## src/rtl/load_align_unit.sv

```systemverilog
// rtl/load_align_unit.sv - RISC-V load alignment unit: word reads, optional split misaligned access, sign/zero extension
module load_align_unit #(
  parameter int XLEN             = 64,
  parameter int ADDR_W           = 64,
  parameter int SUPPORT_MISALIGN = 1
) (
  input  logic              clk,
  input  logic              reset,
  input  logic              req_valid,
  output logic              req_ready,
  input  logic [ADDR_W-1:0] req_addr,
  input  logic [2:0]        req_funct3,
  output logic              mem_req,
  output logic [ADDR_W-1:0] mem_addr,
  input  logic              mem_rvalid,
  input  logic [XLEN-1:0]   mem_rdata,
  output logic              out_valid,
  output logic [XLEN-1:0]   out_data,
  output logic              out_err
);

  localparam int NB   = XLEN / 8;
  localparam int OFFW = $clog2(NB);

  typedef enum logic [1:0] {IDLE, RD0, RD1, DONE} state_t;

  state_t          state, state_nx;
  logic [OFFW-1:0] off_q;
  logic [2:0]      f3_q;
  logic            cross_q;
  logic [XLEN-1:0] lo_q;
  logic            accept;
  logic            req_bad;
  logic            req_cross;
  logic [OFFW-1:0] req_off;

  // Picks bytes [off .. off+size-1] of {hi, lo}; bits above the loaded size
  // take the sign bit for signed loads and zero for unsigned ones.
  function automatic logic [XLEN-1:0] extract(input logic [XLEN-1:0] hi,
                                              input logic [XLEN-1:0] lo,
                                              input logic [OFFW-1:0] off,
                                              input logic [2:0]      f3);
    logic [2*XLEN-1:0] sh;
    logic [XLEN-1:0]   res;
    logic              sgn;
    int                bits;
    sh   = {hi, lo} >> {off, 3'b000};
    bits = 8 << f3[1:0];
    sgn  = 1'b0;
    res  = '0;
    for (int i = 0; i < XLEN; i++) begin
      if (i < bits) begin
        res[i] = sh[i];
        if (i == bits - 1) sgn = sh[i];
      end else begin
        res[i] = sgn & ~f3[2];
      end
    end
    return res;
  endfunction

  always_comb begin
    req_off   = req_addr[OFFW-1:0];
    req_cross = (int'(req_off) + (1 << req_funct3[1:0])) > NB;
    req_bad   = (req_funct3 == 3'b111)
             || ((XLEN == 32) && ((req_funct3 == 3'b011) || (req_funct3 == 3'b110)))
             || (req_cross && (SUPPORT_MISALIGN == 0));
  end

  always_ff @(posedge clk or negedge reset) begin
    if (!reset) state <= IDLE;
    else        state <= state_nx;
  end

  always_comb begin
    state_nx  = state;
    req_ready = 1'b0;
    mem_req   = 1'b0;
    out_valid = 1'b0;
    accept    = 1'b0;
    case (state)
      IDLE: begin
        req_ready = 1'b1;
        if (req_valid) begin
          accept   = 1'b1;
          state_nx = req_bad ? DONE : RD0;
        end
      end
      RD0: begin
        mem_req = 1'b1;
        if (mem_rvalid) state_nx = cross_q ? RD1 : DONE;
      end
      RD1: begin
        mem_req = 1'b1;
        if (mem_rvalid) state_nx = DONE;
      end
      DONE: begin
        out_valid = 1'b1;
        state_nx  = IDLE;
      end
      default: state_nx = IDLE;
    endcase
  end

  // Results are registered on the final read beat so DONE presents them directly.
  always_ff @(posedge clk or negedge reset) begin
    if (!reset) begin
      off_q    <= '0;
      f3_q     <= '0;
      cross_q  <= 1'b0;
      lo_q     <= '0;
      mem_addr <= '0;
      out_data <= '0;
      out_err  <= 1'b0;
    end else begin
      if (accept) begin
        off_q   <= req_off;
        f3_q    <= req_funct3;
        cross_q <= req_cross;
        if (req_bad) begin
          out_data <= '0;
          out_err  <= 1'b1;
        end else begin
          mem_addr <= {req_addr[ADDR_W-1:OFFW], {OFFW{1'b0}}};
        end
      end
      if ((state == RD0) && mem_rvalid) begin
        lo_q <= mem_rdata;
        if (cross_q) begin
          mem_addr <= mem_addr + ADDR_W'(NB);
        end else begin
          out_data <= extract('0, mem_rdata, off_q, f3_q);
          out_err  <= 1'b0;
        end
      end
      if ((state == RD1) && mem_rvalid) begin
        out_data <= extract(mem_rdata, lo_q, off_q, f3_q);
        out_err  <= 1'b0;
      end
    end
  end

endmodule

```

## config.mk

```make
export PLATFORM = sky130hd
export DESIGN_NAME = load_align_unit
export DESIGN_NICKNAME = d
export VERILOG_FILES = /design/src/rtl/load_align_unit.sv
export SDC_FILE = /design/constraint.sdc
export NUM_CORES = 1
export LEC_CHECK = 0
export ABC_AREA = 1
export CAP_MARGIN = 15
export CORE_MARGIN = 5
export CORE_UTILIZATION = 40
export CTS_BUF_LIST = sky130_fd_sc_hd__clkbuf_8
export CTS_CLUSTER_DIAMETER = 200
export DETAILED_ROUTE_END_ITERATION = 10
export DONT_BUFFER_PORTS = 1
export PLACE_DENSITY = 0.58
export SYNTH_ARGS = -nofsm -noshare
export SYNTH_HDL_FRONTEND = slang
export SYNTH_SLANG_ARGS = --single-unit
```

## constraint.sdc

```tcl
create_clock -name clk -period 6.21 [get_ports clk]
set_input_delay 1.242 -clock clk [delete_from_list [all_inputs] [get_ports clk]]
set_output_delay 1.242 -clock clk [all_outputs]
set_load 0.02 [all_outputs]
```

# Word level (Yosys, flattened, before mapping)
# Cells that the tools add are included.
[totals]
reg_bits = 202
input_bits = 135
output_inout_bits = 132
word_cells = 876
[op_classes]
addsub = 3
n_lt_le_gt_ge = 65
eq_ne = 69
shifts = 4
muxes = 594
bitwise_logic = 127
reduce_logical = 6
[ops]
columns = ["operator", "n"]
rows = [
  ["7-bit by 32-bit less-than comparator with 1-bit output, first input constant", 32],
  ["7-bit by 32-bit == test with 1-bit output, first input constant", 31],
  ["1-bit two-way mux", 580],
  ["64-bit two-way mux", 9],
  ["6-bit by 32-bit == test with 1-bit output, first input constant", 16],
  ["6-bit by 32-bit less-than comparator with 1-bit output, first input constant", 16],
  ["5-bit by 32-bit == test with 1-bit output, first input constant", 8],
  ["5-bit by 32-bit less-than comparator with 1-bit output, first input constant", 8],
  ["4-bit by 32-bit == test with 1-bit output, first input constant", 4],
  ["4-bit by 32-bit less-than comparator with 1-bit output, first input constant", 4],
  ["128-bit by 6-bit >> shifter with 64-bit output", 1],
  ["1-bit bitwise AND", 126],
  ["64-bit by 4-bit adder with 64-bit output, second input constant", 1],
  ["3-bit by 32-bit == test with 1-bit output, first input constant", 2],
  ["3-bit by 32-bit less-than comparator with 1-bit output, first input constant", 2],
  ["64-bit by 6-bit >> shifter with 64-bit output", 1],
  ["4-bit by 32-bit adder with 32-bit output", 1],
  ["2-bit by 32-bit == test with 1-bit output, first input constant", 1],
  ["32-bit by 5-bit greater-than comparator with 1-bit output, second input constant", 1],
  ["32-bit zero test", 1],
  ["1-bit by 32-bit less-than comparator with 1-bit output, first input constant", 1],
  ["2-bit by 32-bit less-than comparator with 1-bit output, first input constant", 1],
  ["1-bit by 2-bit left shift with 32-bit output, first input constant", 1],
  ["4-bit by 2-bit left shift with 32-bit output, first input constant", 1],
  ["12 further kinds", 19],
]

# Depth between registers and ports, before layout
# Gate-level depths: netlist of run 1.
[depth]
word_depth = 260
depth_mapped = 14
mapped_depth_nobuf = 13

# Least setup slack after synthesis of run 1
# Ideal clock, no wire load.
[synth_path]
path_kind = "input-to-reg"
startpoint = "input port req_funct3[1]"
endpoint = "register cross_q"
setup_time_ns = 0.136
arrival_ns = 2.238
t_required_ns = 6.074
setup_slack_ns = 3.836
cell_stages = 8
n_path_buf = 0
cell_sequence = "nor2_1 ha_1 inv_1 fa_1 xor2_1 nand3b_1 nand2_1 a31oi_1"
[synth_between]
elab_chain_cells = 3
[synth_rtl]
columns = ["item", "line", "rtl"]
rows = [
  ["start: declaration", "12", "input logic [2:0] req_funct3,"],
  ["1-bit by 2-bit left shift with 32-bit output", "64", "req_cross = (int'(req_off) + (1 << req_funct3[1:0])) > NB;"],
  ["4-bit by 32-bit adder with 32-bit output", "64", ""],
  ["32-bit by 5-bit greater-than comparator with 1-bit output", "64", ""],
  ["end signal: assignment", "119", "cross_q <= req_cross;"],
  ["end: declaration", "30", "logic cross_q;"],
]
# Every way passes these cells.
# A chain may end at the register's enable or synchronous reset.

# Worst setup path after layout of run 1
[layout_path]
startpoint = "register off_q[0]"
endpoint = "register out_data[44]"
[layout_between]
elab_chain_cells = 182
word_cells_on_any_way = 317
cone_classes = "2 x shift; 313 x mux; 2 x bitwise"
[layout_rtl]
columns = ["item", "line", "rtl"]
rows = [
  ["start: declaration", "28", "logic [OFFW-1:0] off_q;"],
  ["start signal: assignment", "117", "off_q <= req_off;"],
  ["64-bit by 6-bit >> shifter with 64-bit output", "47", "sh = {hi, lo} >> {off, 3'b000};"],
  ["1-bit two-way mux", "54", "if (i == bits - 1) sgn = sh[i];"],
  ["1-bit two-way mux", "52", "if (i < bits) begin"],
  ["1-bit two-way mux", "129", "if (cross_q) begin"],
  ["1-bit two-way mux", "127", "if ((state == RD0) && mem_rvalid) begin"],
  ["1-bit two-way mux", "54", ""],
  ["1-bit two-way mux", "52", ""],
  ["1-bit two-way mux", "129", ""],
  ["[166 not listed]", "--", ""],
  ["1-bit two-way mux", "52", ""],
  ["1-bit two-way mux", "129", ""],
  ["1-bit two-way mux", "127", ""],
  ["1-bit bitwise AND", "56", "res[i] = sgn & ~f3[2];"],
  ["1-bit two-way mux", "52", ""],
  ["64-bit two-way mux", "129", ""],
  ["64-bit two-way mux", "127", ""],
  ["64-bit two-way mux (*)", "136", "if ((state == RD1) && mem_rvalid) begin"],
  ["end signal: assignment", "132", "out_data <= extract('0, mem_rdata, off_q, f3_q);"],
  ["end signal: assignment", "137", "out_data <= extract(mem_rdata, lo_q, off_q, f3_q);"],
  ["end: declaration", "18", "output logic [XLEN-1:0] out_data,"],
]
# Mark *: on every way between the ends. The rest lies on a longest branch, timed or not. The select of a mux whose other input is x is not followed.

==> results of run 1 <==
## registers in the layout (all words and copies together), names as in the netlist
signal / flops
cross_q: 1
lo_q: 64
f3_q: 3
off_q: 3
out_err: 1
out_data: 64
state: 2
mem_addr: 64
## metal layers
| layer | track usage | up-vias | share of wire |
|---|---|---|---|
| li1 | - | 8157 | - |
| met1 | 0.3536 | 8091 | 0.40 |
| met2 | 0.4906 | 700 | 0.48 |
| met3 | 0.06353 | 143 | 0.082 |
| met4 | 0.1139 | 4 | 0.041 |
| met5 | 0 | - | 0.00052 |
## cells by family (layout without fill, tap and decap cells)
kind of cell / after synthesis / in the layout / share of synthesized area
compound gates: 521 / 521 / 0.1764
other cells: 1 / 2 / 0.0002349
xor+xnor: 14 / 14 / 0.007682
mux: 21 / 21 / 0.01317
flops: 202 / 202 / 0.3167
buf+inv: 340 / 278 / 0.09751
simple gates: 1463 / 1463 / 0.3793
fa+ha+maj: 11 / 11 / 0.009092
## worst min-delay path by stage
| stage | from | end | slack (ns) | cells after the start |
|---|---|---|---|---|
| finish | reset | mem_addr[34] | 0.33 | 0 |
| global route | reset | lo_q[23] | 0.30 | 0 |
| CTS | reset | mem_addr[47] | 0.29 | 0 |
| detailed placement | lo_q[7] | lo_q[7] | 0.47 | 2 |
| global placement | lo_q[0] | lo_q[0] | 0.46 | 2 |
| floorplan | lo_q[0] | lo_q[0] | 0.45 | 2 |
## through the flow
step,hold WS (ns),utilization,cell area [um^2],power (mW)
2_1_floorplan,0.4491,-,15960,6.960
4_1_cts,0.2879,0.4212,16690,9.802
3_3_place_gp,0.4642,0.4014,15910,8.316
6_report,0.3251,0.4222,16740,9.824
3_5_place_dp,0.4698,0.4014,15910,8.368
5_1_grt,0.2996,0.4222,16740,10.61
## area by class of cell
cell class              count  area (um^2)
fillers                  4355        22900
multi-input cells        2031         9361
flip-flops and latches    202         5064
inverters                 192        724.4
clock buffers              51        701.9
well taps                 525        656.9
repair buffers             16        145.1
clock inverters            19        81.33
diodes                      1        2.502
## layout by cell type (no fill, tap or decap), types with 32 or more instances in the layout
| cell type | Yosys | final |
|---|---|---|
| nand2_1 | 974 | 973 |
| o21ai_0 | 256 | 256 |
| nor2_1 | 221 | 220 |
| dfrtp_1 | 202 | 199 |
| inv_1 | 178 | 192 |
| nand3_1 | 153 | 153 |
| a21oi_1 | 122 | 122 |
| o21ai_1 | 68 | 68 |
| clkbuf_8 | 0 | 51 |
| o211ai_1 | 32 | 32 |
## critical path: cells and delay by family (launching register included)
kind / cells / cell delay, ns
buf+inv: 2 / 0.89
simple gates: 5 / 0.43
flops: 1 / 0.96
compound gates: 3 / 0.70
## power breakdown
group / leakage [nW] / switching (mW) / internal [mW]
clock: 0.455 / 0.654 / 0.733
combinational: 5.23 / 3.51 / 1.55
sequential: 2.47 / 1.43 / 1.95
total: 8.15 / 5.59 / 4.23
==> impl_metrics.yaml, run 1 <==
clock_network:
  path_clk_slew_ns: 0.06
  cts_max_level: 2
  cts_root_buf: "clkbuf_8"
  cts_hold_buffers: 0
  ctsResizeCount: 0
  cts.sinks: 202
  cts_setup_buffers: 0
  clockBufferDepth: 3
  clk_latency_ns: 0.63
  cts_buffers: 41
  cts_tree: "yes"
sta:
  rsz0062_at_grt: "no"
  min_period_ns: 3.170
  finalSetupViolCount: 0
  tns_ns: 0
  layout_setup_ws_ns: 3.040
  max_freq_ghz: 0.3155
  slew_violations: 0
  relSlewSlack: 0.2414
  clock_skew_ns: 0.03774
  hold_viol: 0
  min_period_over_period: 0.5104
  worst_slew_pin_slew_ns: 1.138
drt:
  drt_iter0_markers: 1657
  vias: 17100
  dr.pass1.iters: 6
  ant_nets: 0
  wl_um: 65060
  drc: 0
  via_per_inst: 5.629
  avgRoutedWirePerCell_um: 21.42
setup_path:
  cp-start-kind: "register"
  worstSetupStartpoint: "off_q[0]"
  reg2reg_depth: 10
  cp_cell_sequence: "buf_4 -> o21ai_0 -> nand2_1 -> o21ai_1 -> nand2_1 -> o21ai_0 -> inv_1 -> nand2_1 -> nand2_1 -> nand2_1"
  crit_slowest_cell: "dfrtp_4"
  reg2reg_slack_ns: 3.04
  rr_endpoint: "out_data[44]"
  worst_setup_path_end_kind: "register"
  crit_top_cell: "nand2_1"
  arrival_ns: 3.68
  path_class: "register to register"
  worstPathMaxFanout: 83
  max_stage_delay_ns: 0.96
  critical_path.endpoint: "out_data[44]"
  reg2reg_from: "off_q[0]"
  required_ns: 6.72
logic_synthesis:
  synthArstFlopShare: 1.000
  synth_common_cells: "974 x nand2_1, 256 x o21ai_0, 221 x nor2_1, 202 x dfrtp_1, 178 x inv_1"
  synth-edff-count: 0
  yosys.area.top_type_share: 0.3167
  syn-cell-area_mm2: 0.01596
  postSynthCellCount: 2573
  synth.distinct_cells: 51
  synth_area_leaders: "dfrtp_1 32%, nand2_1 23%, o21ai_0 8.0%"
  synth_seq_cells: 202
  yosysTopAreaCell: "dfrtp_1"
  ys.warnings.count: 0
  ys_seq_area_frac: 0.3167
  synth.most_common_cell: "nand2_1"
  synth_nets: 2719
  avgSynthCellArea_um2: 6.204
  synthFlopType: "dfrtp_1"
pwr:
  p_per_area_mw_per_mm2: 586.9
  vdd_drop_max_uv: 231.5
  p_leak_nw: 8.151
global_route:
  grt_first_pass_wirelength_um: 98970
  grt_pass1_vias: 16330
  overflow: 0
  grt_antenna_before_repair: 3
  track_usage: 0.2874
  grt_max_degree: 203
cells_and_area:
  syn_to_final_growth_pct: 4.852
  fin_nets: 2630
  instances_no_fill: 3037
  drive_gt1_frac: 0.06213
floorplanning:
  core_region_area_mm2: 0.03964
  rows: 73
  fp.dieW_um: 209.8
  initial_core_util: 0.4027
  die-area_mm2: 0.04400
  io_pins: 267
  die_h_um: 209.8
place:
  dp.final_hpwl_um: 47400
  gp_congestion: 0.9781
  dp_cells: 2964
  portBuffers: 0
  dp_worst_setup_slack_ns: 2.705
status:
  status: "completed"
hold_path:
  worstHoldPathType: "primary input to async pin"
run:
  drv_cap: 0
Power figures use the tool's default switching activity.
==> inputs of run 2 (changes only) <==
--- a/config.mk
+++ b/config.mk
@@ -13,7 +13,7 @@
 export CTS_CLUSTER_DIAMETER = 200
 export DETAILED_ROUTE_END_ITERATION = 10
 export DONT_BUFFER_PORTS = 1
-export PLACE_DENSITY = 0.58
+export PLACE_DENSITY = 0.6
 export SYNTH_ARGS = -nofsm -noshare
 export SYNTH_HDL_FRONTEND = slang
 export SYNTH_SLANG_ARGS = --single-unit
==> constraint.sdc (replaced) <==
create_clock -name clk -period 2.61 [get_ports clk]
set_input_delay 0.522 -clock clk [delete_from_list [all_inputs] [get_ports clk]]
set_output_delay 0.522 -clock clk [all_outputs]
set_load 0.02 [all_outputs]
==> run 2 against run 1 <==
The run now ends with hold timing left. Register-to-register slack got worse by 2.8 ns. Worst setup slack got worse by 2.8 ns. Critical path depth increased by 1. Sequential cell count unchanged. Die area unchanged.
==> impl_metrics.yaml, run 2 (same netlist as run 1, synthesis figures left out) <==
status:
  status: "finished with violations"
  violations: "hold timing"
global_route:
  grt_antenna_before_repair: 2
  grt_pass1_vias: 16750
  overflow: 0
  grt_first_pass_wirelength_um: 100800
  grt_max_degree: 203
  track_usage: 0.2942
pwr:
  vdd_drop_max_uv: 475.4
  p_per_area_mw_per_mm2: 1392
  p_leak_nw: 8.516
floorplanning:
  die-area_mm2: 0.04400
  die_h_um: 209.8
  initial_core_util: 0.4027
  core_region_area_mm2: 0.03964
  fp.dieW_um: 209.8
  io_pins: 267
  rows: 73
clock_network:
  ctsResizeCount: 0
  clockBufferDepth: 3
  cts_tree: "yes"
  cts_buffers: 43
  cts_setup_buffers: 0
  cts.sinks: 202
  cts_root_buf: "clkbuf_8"
  path_clk_slew_ns: 0.06
  cts_hold_buffers: 20
  cts_max_level: 2
  clk_latency_ns: 0.63
cells_and_area:
  syn_to_final_growth_pct: 9.429
  fin_nets: 2695
  instances_no_fill: 3103
  biggestRegsByFlops: "lo_q x64, mem_addr x64, out_data x64"
  final_cell_mix: "973 x nand2_1, 256 x o21ai_0, 221 x nor2_1"
  finish.instance_area_mm2: 0.01747
  drive_gt1_frac: 0.07994
  final_common_cell: "nand2_1"
  seq_area_mm2: 0.005064
  multi_input_area_mm2: 0.009359
  num-fill-cells: 4322
sta:
  rsz0062_at_grt: "no"
  clock_skew_ns: 0.03548
  min_period_ns: 2.367
  max_freq_ghz: 0.4225
  relSlewSlack: 0.3099
  min_period_over_period: 0.9069
  hold_slack_ns: -0.4050
  slew_violations: 0
  hold_viol: 202
  tns_ns: 0
  finalSetupViolCount: 0
  worst_slew_pin_slew_ns: 1.034
run:
  drv_cap: 0
drt:
  ant_nets: 0
  via_per_inst: 5.615
  drc: 0
  vias: 17420
  wl_um: 66700
  drt_iter0_markers: 1664
  avgRoutedWirePerCell_um: 21.49
  dr.pass1.iters: 6
place:
  dp.final_hpwl_um: 49510
  portBuffers: 0
  place_area_mm2: 0.01640
  gp_congestion: 0.9970
  dp_cells: 3009
setup_path:
  path_class: "register to register"
  crit_slowest_cell: "dfrtp_1"
  arrival_ns: 2.86
  worstPathMaxFanout: 62
  worst_setup_path_end_kind: "register"
  cp-start-kind: "register"
  max_stage_delay_ns: 0.42
  crit_top_cell: "nand2_1"
  required_ns: 3.10
  cp_cell_sequence: "inv_1 -> ha_1 -> nand2_1 -> inv_2 -> nand2_1 -> nor2_1 -> inv_2 -> buf_12 -> nand2_1 -> a21oi_1 -> a21o_1"
hold_path:
  worstHoldPathType: "primary input to async pin"
## run 2: cell count changes in the layout (fill, tap and decap cells not counted)
cell           delta
nor2_1            +1
buf_4            +33
inv_1             -5
clkbuf_8          +7
dlygate4sd3_1    +20
clkinvlp_4        +1
buf_12           +10
nor2_2            -1
## run 2: per-layer routing
metal	track usage	wire, um	vias up
li1	-	-	8281
met1	0.3629	26420	8209
met2	0.4849	30850	763
met3	0.08042	6207	165
met4	0.1256	3189	4
met5	0	27	-
## run 2: per-stage QoR
step	setup slack (ns)	hold WS, ns	util	total power, mW
2_1_floorplan	0.5706	0.2264	-	16.56
3_3_place_gp	0.2766	0.2323	0.4136	20.42
3_5_place_dp	0.2447	0.2361	0.4136	20.55
4_1_cts	0.2189	-0.4394	0.4406	24.24
5_1_grt	0.05222	-0.4337	0.4406	26.24
6_report	0.2429	-0.4050	0.4407	24.31
## run 2: final cells by class
cell class | count | share of cell area
Inverter | 192 | 0.04147
Antenna cell | 1 | 0.0001433
Sequential cell | 202 | 0.2899
Clock buffer | 58 | 0.04570
Multi-Input combinational cell | 2031 | 0.5358
Clock inverter | 15 | 0.004011
Timing Repair Buffer | 79 | 0.04541
Tap cell | 525 | 0.03760
## run 2: path summary, 6_finish.rpt
path | startpoint | end | slack, ns | cells after the start
worst max-delay path | state[0] | out_data[13] | 0.24 | 11
worst min-delay path | reset | mem_addr[55] | -0.41 | 0
worst max register to register | state[0] | out_data[13] | 0.24 | 11
worst min register to register | lo_q[13] | lo_q[13] | 0.48 | 2
max in group asynchronous | reset | out_data[60] | 2.57 | 0
min in group clk | mem_rdata[12] | lo_q[12] | 0.05 | 2
## run 2: report_power, final
| part | total, mW | switching [mW] | internal, mW |
|---|---|---|---|
| logic | 13.1 | 8.90 | 4.16 |
| registers | 7.68 | 3.04 | 4.64 |
| clock network | 3.57 | 1.60 | 1.96 |
## run 2: worst max-delay path: cells and delay by family, from the launching register on
kind | cells | cell delay, ns
compound gates | 2 | 0.24
flops | 1 | 0.42
simple gates | 4 | 0.70
fa+ha+maj | 1 | 0.17
buf+inv | 4 | 0.66
==> edit (config.mk and constraints of run 1) <==
The parameter `ADDR_W` goes from 64 to 32.
--- a/src/rtl/load_align_unit.sv
+++ b/src/rtl/load_align_unit.sv
@@ -1,7 +1,7 @@
 // rtl/load_align_unit.sv - RISC-V load alignment unit: word reads, optional split misaligned access, sign/zero extension
 module load_align_unit #(
   parameter int XLEN             = 64,
-  parameter int ADDR_W           = 64,
+  parameter int ADDR_W           = 32,
   parameter int SUPPORT_MISALIGN = 1
 ) (
   input  logic              clk,
Interface: changed (resized mem_addr and req_addr); port bits go from 267 to 203. No check against the original RTL was run, so the function may have changed too.
==> edit against run 1 <==
- non-clock buffer count down 1
- wire length down 23%
- via count down 21%
- final area down 20%
- worst setup slack worse by 0.13 ns
- area after synthesis down 19%
- sequential cell count down 32
- total power down 18%
==> edit: results (changes against run 1) <==
Worst setup path
  – CP arrival: 3.71 ns (+0.03 ns)
  – CP delay by family, top: compound AO/OA/AOI/OAI gates
  – Crit-path max cell delay: 0.99 ns (+0.03 ns)
  – Critical Path Fanout Max: 93 (+12%)
  – Flop2flop setup slack: 2.91 ns (-0.13 ns)

STA
  – Hold_ws: 0.420 ns (+0.0944 ns)
  – Rel. slew slack: 0.290 (+0.0487)
  – Clock Skew: 0.0258 ns (-0.0119 ns)

Clock network
  – Clock buffer count from CTS: 17 (-59%)
  – Skew-Pair Late Insertion Delay: 0.52 ns (-0.11 ns)
  – Clock tree root driver cell: clkbuf_8
  – Clock-pin slew on the worst setup and hold paths: 0.11 ns (+0.05 ns)
  – Max clock buf depth: 2 (-1)
  – H-tree depth: 4 (+2)

Cells and area
  – NumNets Final: 2076 (-21%)
  – Biggest regs: lo_q (64), out_data (64), mem_addr (32)
  – # diodes: 0 (-1)
  – Share of cells above drive strength 1: 0.0425 (-0.0196)
  – # fillers: 3547 (-19%)

Global routing
  – Total Routing Usage GR: 0.273 (-0.0146)
  – Initial antenna violation count: 0 (-3)
  – First-pass GRT wire length: 77000 um (-22%)
  – Largest net degree at the start of global routing: 171 (-16%)

Synthesis
  – Syn_nets: 2179 (-20%)
  – Commonest cells in the netlist: nand2_1, o21ai_0, inv_1, dfrtp_1, nand3_1
  – Distinct cell type count after synthesis: 45 (-12%)
  – Post-synthesis sequential area ratio: 0.327 (+0.0105)
  – Synth area leaders: dfrtp_1, nand2_1, o21ai_0
  – FFs w/ async S/R, synth: 1.00 (unchanged)

Detailed routing
  – Drt initial violations: 1283 (-23%)
  – Drt first pass iters: 7 (+1)
  – Via density: 5.56 (-1.3%)
  – Wire per inst: 20.8 um (-3.0%)

Placed design
  – Number of buffers added on ports: 0 (unchanged)
  – RD Place Congestion: 0.936 (-4.3%)
  – Detailed placer's ending HPWL: 36000 um (-24%)

Outcome
  – Status: finished clean

Pwr
  – Maximum vdd drop: 0.000367 V (+59%)
  – P_leak: 6.93 nW (-15%)
[edit: path summary, 6_finish.rpt]
path	end
hold / removal	out_data[36]
hold reg to reg	lo_q[7]
max in group asynchronous	out_data[23]
setup / recovery	out_data[58]
setup reg to reg	out_data[58]
min in group clk	lo_q[7]
[edit: layer usage]
layer  track usage  vias to the layer above  share of wire
li1              -                     6434              -
met1         0.302                     6414           0.38
met2         0.480                      457           0.50
met3        0.0732                      128          0.070
met4         0.141                        0          0.055
met5             0                        -              0
[edit: layout make-up]
type                            instances  area share
Clock buffer                           18      0.0185
Clock inverter                         14      0.0139
Inverter                              180      0.0506
Timing Repair Buffer                   15     0.00933
Multi-Input combinational cell       1578       0.549
Tap cell                              442      0.0412
Sequential cell                       170       0.318
[edit: power by group]
group          switching (W)  internal (W)
clock               0.000499      0.000419
sequential          0.000983       0.00162
combinational        0.00311       0.00138
[edit: metrics by stage]
stage / util / area, um2 / cells / power, W / setup WS, ns
floorplan: - / 13000 / 2065 / 0.00584 / 3.84
global placement: 0.401 / 13000 / 2384 / 0.00702 / 2.82
detailed placement: 0.401 / 13000 / 2384 / 0.00706 / 2.80
CTS: 0.415 / 13400 / 2416 / 0.00799 / 2.99
global route: 0.415 / 13400 / 2417 / 0.00870 / 2.65
finish: 0.415 / 13400 / 2417 / 0.00802 / 2.91
[edit: kinds of logic after synthesis]
| group | share of synthesized area |
|---|---|
| buffers and inverters | 0.108 |
| other | 0.000288 |
| AO/OA/AOI/OAI | 0.171 |
| AND/OR/NAND/NOR | 0.339 |
| flip-flops | 0.327 |
| multiplexers | 0.0269 |
| adder cells (fa/ha/maj) | 0.0112 |
| XOR/XNOR | 0.0162 |
